<file path="config.mk">
export PLATFORM = sky130hd
export DESIGN_NAME = picobello_top_fixture
export DESIGN_NICKNAME = d
export VERILOG_FILES = /design/src/rtl/picobello_fixture_pkg.sv /design/src/rtl/eoc_poller.sv /design/src/rtl/picobello_top_fixture.sv
export SDC_FILE = /design/constraint.sdc
export NUM_CORES = 1
export LEC_CHECK = 0
export CAP_MARGIN = 20
export CORE_UTILIZATION = 41
export DETAILED_ROUTE_END_ITERATION = 7
export GPL_ROUTABILITY_DRIVEN = 0
export PLACE_DENSITY = 0.77
export SYNTH_ARGS = -nofsm -noshare
export SYNTH_HDL_FRONTEND = slang
export SYNTH_SLANG_ARGS = --single-unit
</file>
<file path="constraint.sdc">
create_clock -name clk_i -period 1.9 [get_ports clk_i]
set_input_delay 0.38 -clock clk_i [delete_from_list [all_inputs] [get_ports clk_i]]
set_output_delay 0.38 -clock clk_i [all_outputs]
set_load 0.01 [all_outputs]
</file>
<file path="src/rtl/picobello_fixture_pkg.sv">
// Shared types for the Picobello boot/preload fixture sequencer.
// Also holds the op-sequencing helper used by the top-level FSM.
package picobello_fixture_pkg;

    typedef enum logic [1:0] {
        BootPreload = 2'd0,
        BootSdCard  = 2'd1,
        BootAutoA   = 2'd2,
        BootAutoB   = 2'd3
    } boot_mode_e;

    // Also used as the loader transport encoding.
    typedef enum logic [1:0] {
        PreloadJtag  = 2'd0,
        PreloadSlink = 2'd1,
        PreloadUart  = 2'd2,
        PreloadFast  = 2'd3
    } preload_mode_e;

    typedef enum logic [1:0] {
        OpInit          = 2'd0,
        OpSnitchPreload = 2'd1,
        OpRun           = 2'd2
    } ld_op_e;

    typedef enum logic [2:0] {
        StIdle    = 3'd0,
        StCfg     = 3'd1,
        StWaitRst = 3'd2,
        StOp      = 3'd3,
        StPoll    = 3'd4,
        StDrain   = 3'd5,
        StDone    = 3'd6,
        StError   = 3'd7
    } fixture_state_e;

    typedef enum logic [1:0] {
        PollIdle  = 2'd0,
        PollReq   = 2'd1,
        PollWait  = 2'd2,
        PollSleep = 2'd3
    } poll_state_e;

    localparam int unsigned EocDoneBit = 0;

    typedef struct packed {
        logic          poll;
        ld_op_e        op;
        preload_mode_e tp;
    } ld_step_t;

    // Next loader step; with first set, the step issued right after chip reset release.
    // A poll step keeps the current op and carries the poll transport.
    function automatic ld_step_t next_step(input logic          first,
                                           input ld_op_e        cur,
                                           input boot_mode_e    bm,
                                           input preload_mode_e pm,
                                           input logic          snitch);
        ld_step_t      s;
        preload_mode_e run_tp;
        logic          autonomous;
        autonomous = (bm != BootPreload);
        run_tp     = (pm == PreloadFast) ? PreloadJtag : pm;
        s.poll     = 1'b0;
        s.op       = cur;
        s.tp       = run_tp;
        if (first) begin
            if (autonomous || pm == PreloadJtag || pm == PreloadFast) begin
                s.op = OpInit;
                s.tp = PreloadJtag;
            end else if (pm == PreloadSlink && snitch) begin
                s.op = OpSnitchPreload;
            end else begin
                s.op = OpRun;
            end
        end else begin
            case (cur)
                OpInit: begin
                    if (autonomous) begin
                        s.poll = 1'b1;
                        s.tp   = PreloadJtag;
                    end else if (snitch) begin
                        s.op = OpSnitchPreload;
                        s.tp = (pm == PreloadFast) ? PreloadFast : PreloadJtag;
                    end else begin
                        s.op = OpRun;
                    end
                end
                OpSnitchPreload: s.op = OpRun;
                default:         s.poll = 1'b1;
            endcase
        end
        return s;
    endfunction

endpackage

</file>
<file path="src/rtl/eoc_poller.sv">
// EOC register poller: one read at a time, fixed idle gap between polls,
// exit code extracted from the upper 31 bits once the done bit is seen.
module eoc_poller
    import picobello_fixture_pkg::*;
#(
    parameter int unsigned PollGap = 16
) (
    input  logic        clk_i,
    input  logic        rst_ni,
    input  logic        enable_i,
    output logic        rd_req_o,
    input  logic        rd_gnt_i,
    input  logic        rd_valid_i,
    input  logic [31:0] rd_data_i,
    output logic        hit_o,
    output logic [31:0] exit_code_o
);

    localparam int unsigned CntW = (PollGap > 1) ? $clog2(PollGap) : 1;
    localparam logic [CntW-1:0] GapLoad = CntW'(PollGap - 1);

    poll_state_e     state_q, state_d;
    logic [CntW-1:0] cnt_q, cnt_d;
    logic [31:0]     exit_q, exit_d;
    logic            data_ok;

    always_comb begin
        state_d = state_q;
        cnt_d   = cnt_q;
        exit_d  = exit_q;
        hit_o   = 1'b0;
        data_ok = 1'b0;
        case (state_q)
            PollIdle: if (enable_i) state_d = PollReq;
            PollReq: begin
                if (rd_gnt_i) begin
                    if (rd_valid_i) data_ok = 1'b1;
                    else            state_d = PollWait;
                end
            end
            PollWait: if (rd_valid_i) data_ok = 1'b1;
            default: begin
                if (cnt_q == '0) state_d = PollReq;
                else             cnt_d   = cnt_q - 1'b1;
            end
        endcase
        if (data_ok) begin
            if (rd_data_i[EocDoneBit]) begin
                hit_o   = 1'b1;
                exit_d  = {1'b0, rd_data_i[31:1]};
                state_d = PollIdle;
            end else begin
                state_d = PollSleep;
                cnt_d   = GapLoad;
            end
        end
        if (!enable_i) state_d = PollIdle;
    end

    always_ff @(posedge clk_i or negedge rst_ni) begin
        if (!rst_ni) begin
            state_q <= PollIdle;
            cnt_q   <= '0;
            exit_q  <= '0;
        end else begin
            state_q <= state_d;
            cnt_q   <= cnt_d;
            exit_q  <= exit_d;
        end
    end

    assign rd_req_o    = (state_q == PollReq);
    assign exit_code_o = exit_q;

endmodule

</file>
<file path="src/rtl/picobello_top_fixture.sv">
// Boot/preload sequencer for the Picobello top-level fixture: sets boot pins,
// waits for chip reset release, dispatches loader ops, then polls EOC.
module picobello_top_fixture
    import picobello_fixture_pkg::*;
#(
    parameter logic [63:0] EocAddr = 64'h0300_0008,
    parameter int unsigned PollGap = 16
) (
    input  logic        clk_i,
    input  logic        rst_ni,
    input  logic        start_i,
    input  logic [1:0]  boot_mode_i,
    input  logic [1:0]  preload_mode_i,
    input  logic        snitch_preload_i,
    output logic [1:0]  boot_mode_o,
    input  logic        dut_rst_ni,
    output logic        ld_req_o,
    output logic [1:0]  ld_op_o,
    output logic [1:0]  ld_if_o,
    input  logic        ld_done_i,
    output logic        rd_req_o,
    output logic [63:0] rd_addr_o,
    input  logic        rd_gnt_i,
    input  logic        rd_valid_i,
    input  logic [31:0] rd_data_i,
    input  logic        uart_busy_i,
    output logic        done_o,
    output logic [31:0] exit_code_o,
    output logic        error_o
);

    fixture_state_e state_q, state_d;
    boot_mode_e     bm_q, bm_d;
    preload_mode_e  pm_q, pm_d;
    logic           snitch_q, snitch_d;
    logic [1:0]     boot_mode_q, boot_mode_d;
    logic           ld_req_q, ld_req_d;
    ld_op_e         op_q, op_d;
    preload_mode_e  if_q, if_d;
    logic           done_q, done_d;
    logic [31:0]    exit_q, exit_d;
    logic           error_q, error_d;
    logic [1:0]     sync_q;
    ld_step_t       step;
    logic           poll_hit;
    logic [31:0]    poll_exit;

    always_comb begin
        state_d     = state_q;
        bm_d        = bm_q;
        pm_d        = pm_q;
        snitch_d    = snitch_q;
        boot_mode_d = boot_mode_q;
        ld_req_d    = ld_req_q;
        op_d        = op_q;
        if_d        = if_q;
        done_d      = done_q;
        exit_d      = exit_q;
        error_d     = error_q;
        step        = next_step(state_q == StWaitRst, op_q, bm_q, pm_q, snitch_q);
        case (state_q)
            StIdle: begin
                if (start_i) begin
                    bm_d     = boot_mode_e'(boot_mode_i);
                    pm_d     = preload_mode_e'(preload_mode_i);
                    snitch_d = snitch_preload_i;
                    state_d  = StCfg;
                end
            end
            StCfg: begin
                boot_mode_d = bm_q;
                if (bm_q == BootSdCard || (pm_q == PreloadUart && snitch_q)) begin
                    state_d = StError;
                    error_d = 1'b1;
                end else begin
                    state_d = StWaitRst;
                end
            end
            StWaitRst: begin
                if (sync_q[1]) begin
                    op_d    = step.op;
                    if_d    = step.tp;
                    state_d = step.poll ? StPoll : StOp;
                end
            end
            StOp: begin
                // Done only counts against a visible request; the gap cycle re-arms the next op.
                if (ld_req_q && ld_done_i) begin
                    ld_req_d = 1'b0;
                    op_d     = step.op;
                    if_d     = step.tp;
                    state_d  = step.poll ? StPoll : StOp;
                end else begin
                    ld_req_d = 1'b1;
                end
            end
            StPoll: if (poll_hit) state_d = StDrain;
            StDrain: begin
                if (!uart_busy_i) begin
                    state_d = StDone;
                    done_d  = 1'b1;
                    exit_d  = poll_exit;
                end
            end
            default: ;
        endcase
    end

    always_ff @(posedge clk_i or negedge rst_ni) begin
        if (!rst_ni) begin
            state_q     <= StIdle;
            bm_q        <= BootPreload;
            pm_q        <= PreloadJtag;
            snitch_q    <= 1'b0;
            boot_mode_q <= 2'd0;
            ld_req_q    <= 1'b0;
            op_q        <= OpInit;
            if_q        <= PreloadJtag;
            done_q      <= 1'b0;
            exit_q      <= '0;
            error_q     <= 1'b0;
            sync_q      <= 2'b00;
        end else begin
            state_q     <= state_d;
            bm_q        <= bm_d;
            pm_q        <= pm_d;
            snitch_q    <= snitch_d;
            boot_mode_q <= boot_mode_d;
            ld_req_q    <= ld_req_d;
            op_q        <= op_d;
            if_q        <= if_d;
            done_q      <= done_d;
            exit_q      <= exit_d;
            error_q     <= error_d;
            sync_q      <= {sync_q[0], dut_rst_ni};
        end
    end

    eoc_poller #(
        .PollGap (PollGap)
    ) u_eoc_poller (
        .clk_i       (clk_i),
        .rst_ni      (rst_ni),
        .enable_i    (state_q == StPoll),
        .rd_req_o    (rd_req_o),
        .rd_gnt_i    (rd_gnt_i),
        .rd_valid_i  (rd_valid_i),
        .rd_data_i   (rd_data_i),
        .hit_o       (poll_hit),
        .exit_code_o (poll_exit)
    );

    assign boot_mode_o = boot_mode_q;
    assign ld_req_o    = ld_req_q;
    assign ld_op_o     = op_q;
    assign ld_if_o     = if_q;
    assign rd_addr_o   = EocAddr;
    assign done_o      = done_q;
    assign exit_code_o = exit_q;
    assign error_o     = error_q;

endmodule

</file>
Yosys cells after proc, flatten, opt, wreduce, memory -nomap -nowiden --
Index checks and enable logic that the tools add are counted. W data, S select, Z words.
Word-level totals: register bits 87, bits in latches 0, bits in writable memories 0, bits in read-only memories 0, input port bits 45, output and inout bits 106, word-level logic and storage cells 106, memories 0
Operators by class: $add $sub $neg 1, multiply operators 0, divide/modulo/power cells 0, $lt $le $gt $ge 0, equal/unequal tests 21, shift operators 0, muxes and demuxes 46, bitwise logic cells 1, reductions and logical operators 22
Operator list (count):
- $mux W2 | 20
- $mux W3 | 7
- $mux W4 | 5
- $pmux W3 S6 | 1
- $pmux W2 S2 | 3
- $ne A2 B2 Y1 const B | 5
- $eq A2 B1 Y1 const B | 4
- $ne A4 B4 Y1 const B | 2
- $reduce_and A2 Y1 | 4
- $mux W1 | 7
- $eq A2 B2 Y1 const B | 3
- $eq A3 B2 Y1 const B | 2
- $eq A3 B3 Y1 const B | 2
- $logic_not A2 Y1 | 3
- $pmux W2 S3 | 1
- $reduce_and A6 Y1 | 1
- $reduce_bool A6 Y1 | 1
- $ne A5 B5 Y1 const B | 1
- $logic_not A4 Y1 | 1
- $pmux W1 S2 | 2
- $reduce_and A4 Y1 | 1
- $reduce_bool A2 Y1 | 2
- $sub A4 B1 Y4 const B | 1
- $eq A3 B1 Y1 const B | 1
- other kinds (7) | 11

Logic depth before layout (Yosys ltp) --
Gate-level depths: netlist of the first run.
word-level depth 8, gate-level depth with buffers 6

Hierarchy --
From an unflattened synthesis of the first run, not the netlist that was laid out.
Unflattened totals: cells, all modules 333, area, all modules 4206.5 µm²
By module, submodules not included:
- picobello_top_fixture | instances 1, cells each 222, area an instance 2627.5 µm²
- eoc_poller | instances 1, cells each 111, area an instance 1579.0 µm²

Least setup slack after synthesis of the first run --
No wires, ideal clock.
kind register to register, start register u_eoc_poller.state_q[1], end register u_eoc_poller.exit_q[0], in the netlist u_eoc_poller.exit_code_o[0], data arrival time 1.710 ns, data required time 1.775 ns, path slack 0.066 ns, stages on the path, launching flop included 7, period minus slack after synthesis 1.834 ns, cell sequence dfrtp_1 inv_1 ha_1 a21oi_1 nor2_1 buf_4 mux2_2
Between the ends: cells in the longest elaborated chain, start to end 3, elaborated cells between the ends (all ways) 4, classes of those cells eq/ne (2); mux (1); reduce/logical (1)
Ends and longest elaborated chain:
- from (decl) | RTL line eoc_poller.sv:22 | poll_state_e state_q, state_d;
- from (signal assigned) | RTL line eoc_poller.sv:62 | state_q <= PollIdle;
- from (signal assigned) | RTL line eoc_poller.sv:66 | state_q <= state_d;
- $eq A2 B1 Y1
- named net rd_req_o | RTL line picobello_top_fixture.sv:21 | output logic rd_req_o,
- $pmux W1 S2 | RTL line eoc_poller.sv:33 | case (state_q)
- $reduce_and A2 Y1 (no line)
- to (signal assigned) | RTL line eoc_poller.sv:68 | exit_q <= exit_d;
- to (decl) | RTL line eoc_poller.sv:24 | logic [31:0] exit_q, exit_d;
The timed path passes the listed nets, and every way through them passes these cells. A chain may end at the register's enable or synchronous reset.

Final worst setup path of the first run --
start register u_eoc_poller.state_q[0], end register u_eoc_poller.exit_q[9], in the netlist u_eoc_poller.exit_code_o[9]
Between the ends: cells in the longest elaborated chain, start to end 3, elaborated cells between the ends (all ways) 4, classes of those cells eq/ne (2); mux (1); reduce/logical (1)
Ends and longest elaborated chain (RTL line):
- $eq A2 B2 Y1 / $eq A2 B1 Y1 (equally long branches) | eoc_poller.sv:33
- $pmux W1 S2 (*) | eoc_poller.sv:33
- $reduce_and A2 Y1 (no line) (*)
Every way passes the cells marked *; elsewhere a longest branch is shown, timed or not.

==> impl_metrics.json, run 1 <==
{
  "synth_top_family_by_area": "multiplexers",
  "cts_tree": "done",
  "slew_headroom": 0.640,
  "io_buffers": 85,
  "leakagePower_nw": 2.50,
  "ant_nets": 0,
  "syn_to_final_growth_pct": 27.2,
  "setup_viol": 0,
  "crit_chain": "inv_1 > ha_1 > nand3_1 > nor2_4 > buf_12 > mux2_2",
  "start_util": 0.427,
  "switching_share": 0.305,
  "grt.total_usage": 0.157,
  "clkPwrFrac": 0.235,
  "ys_warn_count": 0,
  "cp_slowest_cell": "dfrtp_1",
  "dieHeight_um": 103,
  "tns_ns": 0,
  "worst_slack_ns": 0.0546,
  "cap_violations": 0,
  "fp.dieW_um": 103,
  "clk_pin_slew_ns": 0.09,
  "cts_buffers": 9,
  "p_per_area_nw_per_um2": 1150,
  "synth_ff_type": "dfrtp_1",
  "path_class": "reg -> reg",
  "p_int_mw": 4.26,
  "ys_types": 43,
  "n_antenna_cell": 0,
  "grt_max_degree": 41,
  "antenna_found_initial": 0,
  "hp-class": "reg -> reg",
  "slew_violations": 0,
  "grt_pass1_vias": 2604,
  "die_area_um2": 10700,
  "wl_per_cell_um": 13.6,
  "yosys.area_share.xor_xnor": 0.00208,
  "yosys.area_share.adder": 0.0149,
  "final_common_cell": "dfrtp_1",
  "routed_wl_um": 7750,
  "ctsRootBufferMaster": "clkbuf_8",
  "power_mw": 6.14,
  "async_reset_ff_frac": 1.00,
  "synth-simple-area-share": 0.0701,
  "hold_viol_final": 0,
  "synth.area.mux_share": 0.199,
  "vias_per_cell": 4.69,
  "tightest_slew_ns": 0.540,
  "synth_compound_area_frac": 0.0549,
  "power_frac_comb": 0.337,
  "end_kind": "flip-flop",
  "peakVddDrop_uv": 599,
  "dp_hpwl_um": 5510,
  "start_kind": "flip-flop",
  "clockBufferDepth": 2,
  "coreArea_um2": 9860,
  "cts.sinks": 87,
  "period_needed_ns": 1.85,
  "status": "completed",
  "crit_path_max_incr_delay_ns": 0.42,
  "pre_cts_ws_ns": -0.0803,
  "worst_clock_skew_ns": 0.00770,
  "synth-edff-count": 0,
  "boundaryPins": 151,
  "syn_area_um2": 4210,
  "cts_htree_levels": 3,
  "grt_pass1_wl_um": 12500,
  "pwr-share-seq": 0.428,
  "avgSynthCellArea_um2": 12.8,
  "dr.pass1.iters": 4,
  "ys_seq_area_frac": 0.517,
  "synth_seq_cells": 87,
  "rsz0062_at_grt": "no",
  "num_vias": 2668,
  "drt-initial-drc-count": 93,
  "holdWs_ns": 0.362,
  "nets": 481,
  "fmax_mhz": 542,
  "critical_path_arrival_ns": 2.09,
  "critPathRequiredTime_ns": 2.15,
  "rows": 36,
  "period_share": 0.971,
  "globalRouteOverflowTotal": 0,
  "insertion_delay_ns": 0.36,
  "synthesis.instances": 329,
  "drive_gt1_frac": 0.271,
  "drc": 0,
  "final_cell_mix": "87 x dfrtp_1, 83 x clkdlybuf4s50_1, 68 x mux2_2",
  "critPathMaxFanout": 20,
  "switchingPower_mw": 1.87
}
worst max-delay path, delay by kind of cell (launching register included):
kind | cells | cell delay [ns]
and+or+nand+nor | 2 | 0.31
muxes | 1 | 0.35
DFF | 1 | 0.42
buffers and inverters | 2 | 0.30
adders and majority gates | 1 | 0.33
kinds of logic after synthesis:
family	after synthesis
mux	75
simple gates	44
other cells	2
xor+xnor	1
compound gates	33
buf+inv	82
flops	87
fa+ha+maj	5
metal layers:
| metal | part of all wire | track usage | vias to the layer above |
|---|---|---|---|
| met3 | 0.10 | 0.0780 | 7 |
| met4 | 0.0095 | 0.0553 | 0 |
| met5 | 0 | 0 | - |
| li1 | - | - | 1215 |
| met1 | 0.42 | 0.186 | 1324 |
| met2 | 0.47 | 0.246 | 122 |
registers in the layout, indices dropped and copies added, names as in the netlist, 3 cells and up:
signal / count
exit_code_o: 31
state_q: 3
u_eoc_poller.cnt_q: 4
u_eoc_poller.exit_code_o: 31
per-stage QoR:
stage / instance area, µm² / instances / utilization
global placement: 5070 / 549 / 0.514
detailed placement: 5070 / 549 / 0.514
global route: 5360 / 569 / 0.543
finish: 5360 / 569 / 0.543
floorplan: 4450 / 392 / -
CTS: 5310 / 566 / 0.539
final cells by class:
class / instances / area [µm²]
inverters: 7 / 26.3
clock buffers: 9 / 124
flip-flops and latches: 87 / 2180
clock inverters: 7 / 103
fillers: 830 / 4500
well taps: 133 / 166
multi-input cells: 223 / 1720
repair buffers: 103 / 1050
path summary, 6_finish.rpt:
path,startpoint,end,slack [ns],cells past startpoint
worst max-delay path,u_eoc_poller.state_q[0],u_eoc_poller.exit_code_o[9],0.05,6
worst min-delay path,sync_q[0],sync_q[1],0.36,0
worst max register to register,u_eoc_poller.state_q[0],u_eoc_poller.exit_code_o[9],0.05,6
worst min register to register,sync_q[0],sync_q[1],0.36,0
max in group asynchronous,rst_ni,u_eoc_poller.exit_code_o[23],0.83,3
min in group asynchronous,rst_ni,exit_code_o[8],0.54,2
Yosys cell counts, types with 2 or more instances:
master,count,area share
nand3b_1,5,0.0089
buf_2,2,0.0024
inv_1,6,0.0053
mux2_2,68,0.18
nor4b_4,2,0.011
a31oi_1,5,0.0074
nor2_1,7,0.0062
o21bai_1,2,0.0036
nand2b_1,4,0.0059
mux2i_1,5,0.012
o21ai_0,7,0.0083
nor3b_1,2,0.0036
or3b_1,2,0.0042
buf_6,3,0.0080
a21oi_1,5,0.0059
nor3_1,2,0.0024
a21o_1,2,0.0036
a21boi_0,2,0.0036
buf_4,69,0.12
o221ai_1,2,0.0042
and4_1,2,0.0042
dfrtp_1,87,0.52
nand2_1,9,0.0080
or2_2,3,0.0045
conb_1,2,0.0018
ha_1,5,0.015
mux2_1,2,0.0053
nand3_1,2,0.0024
repair_timing:
| action | CTS | global route |
|---|---|---|
| setup endpoints to repair | 2 | 3 |
| pin swaps | 0 | 1 |
| hold buffers | 1 | 0 |
| gates resized for setup | 3 | 5 |
| setup buffers | 0 | 3 |
| hold endpoints to repair | 16 | 0 |
power by group through the flow:
| stage | clock network [mW] | logic, mW | registers [mW] |
|---|---|---|---|
| 6_report | 1.44 | 2.07 | 2.63 |
| 3_3_place_gp | 0 | 2.02 | 2.65 |
| 5_1_grt | 1.56 | 2.25 | 2.70 |
| 3_5_place_dp | 0 | 2.07 | 2.66 |
| 4_1_cts | 1.49 | 2.08 | 2.63 |
| 2_1_floorplan | 0 | 1.04 | 2.74 |
(Power assumes the default switching activity.)
==> inputs of run 2 (changes only) <==
Settings changed: CAP_MARGIN 20 to unset.
==> results of run 2 <==
Final layout, timing and power as in run 1 (identical DEF).
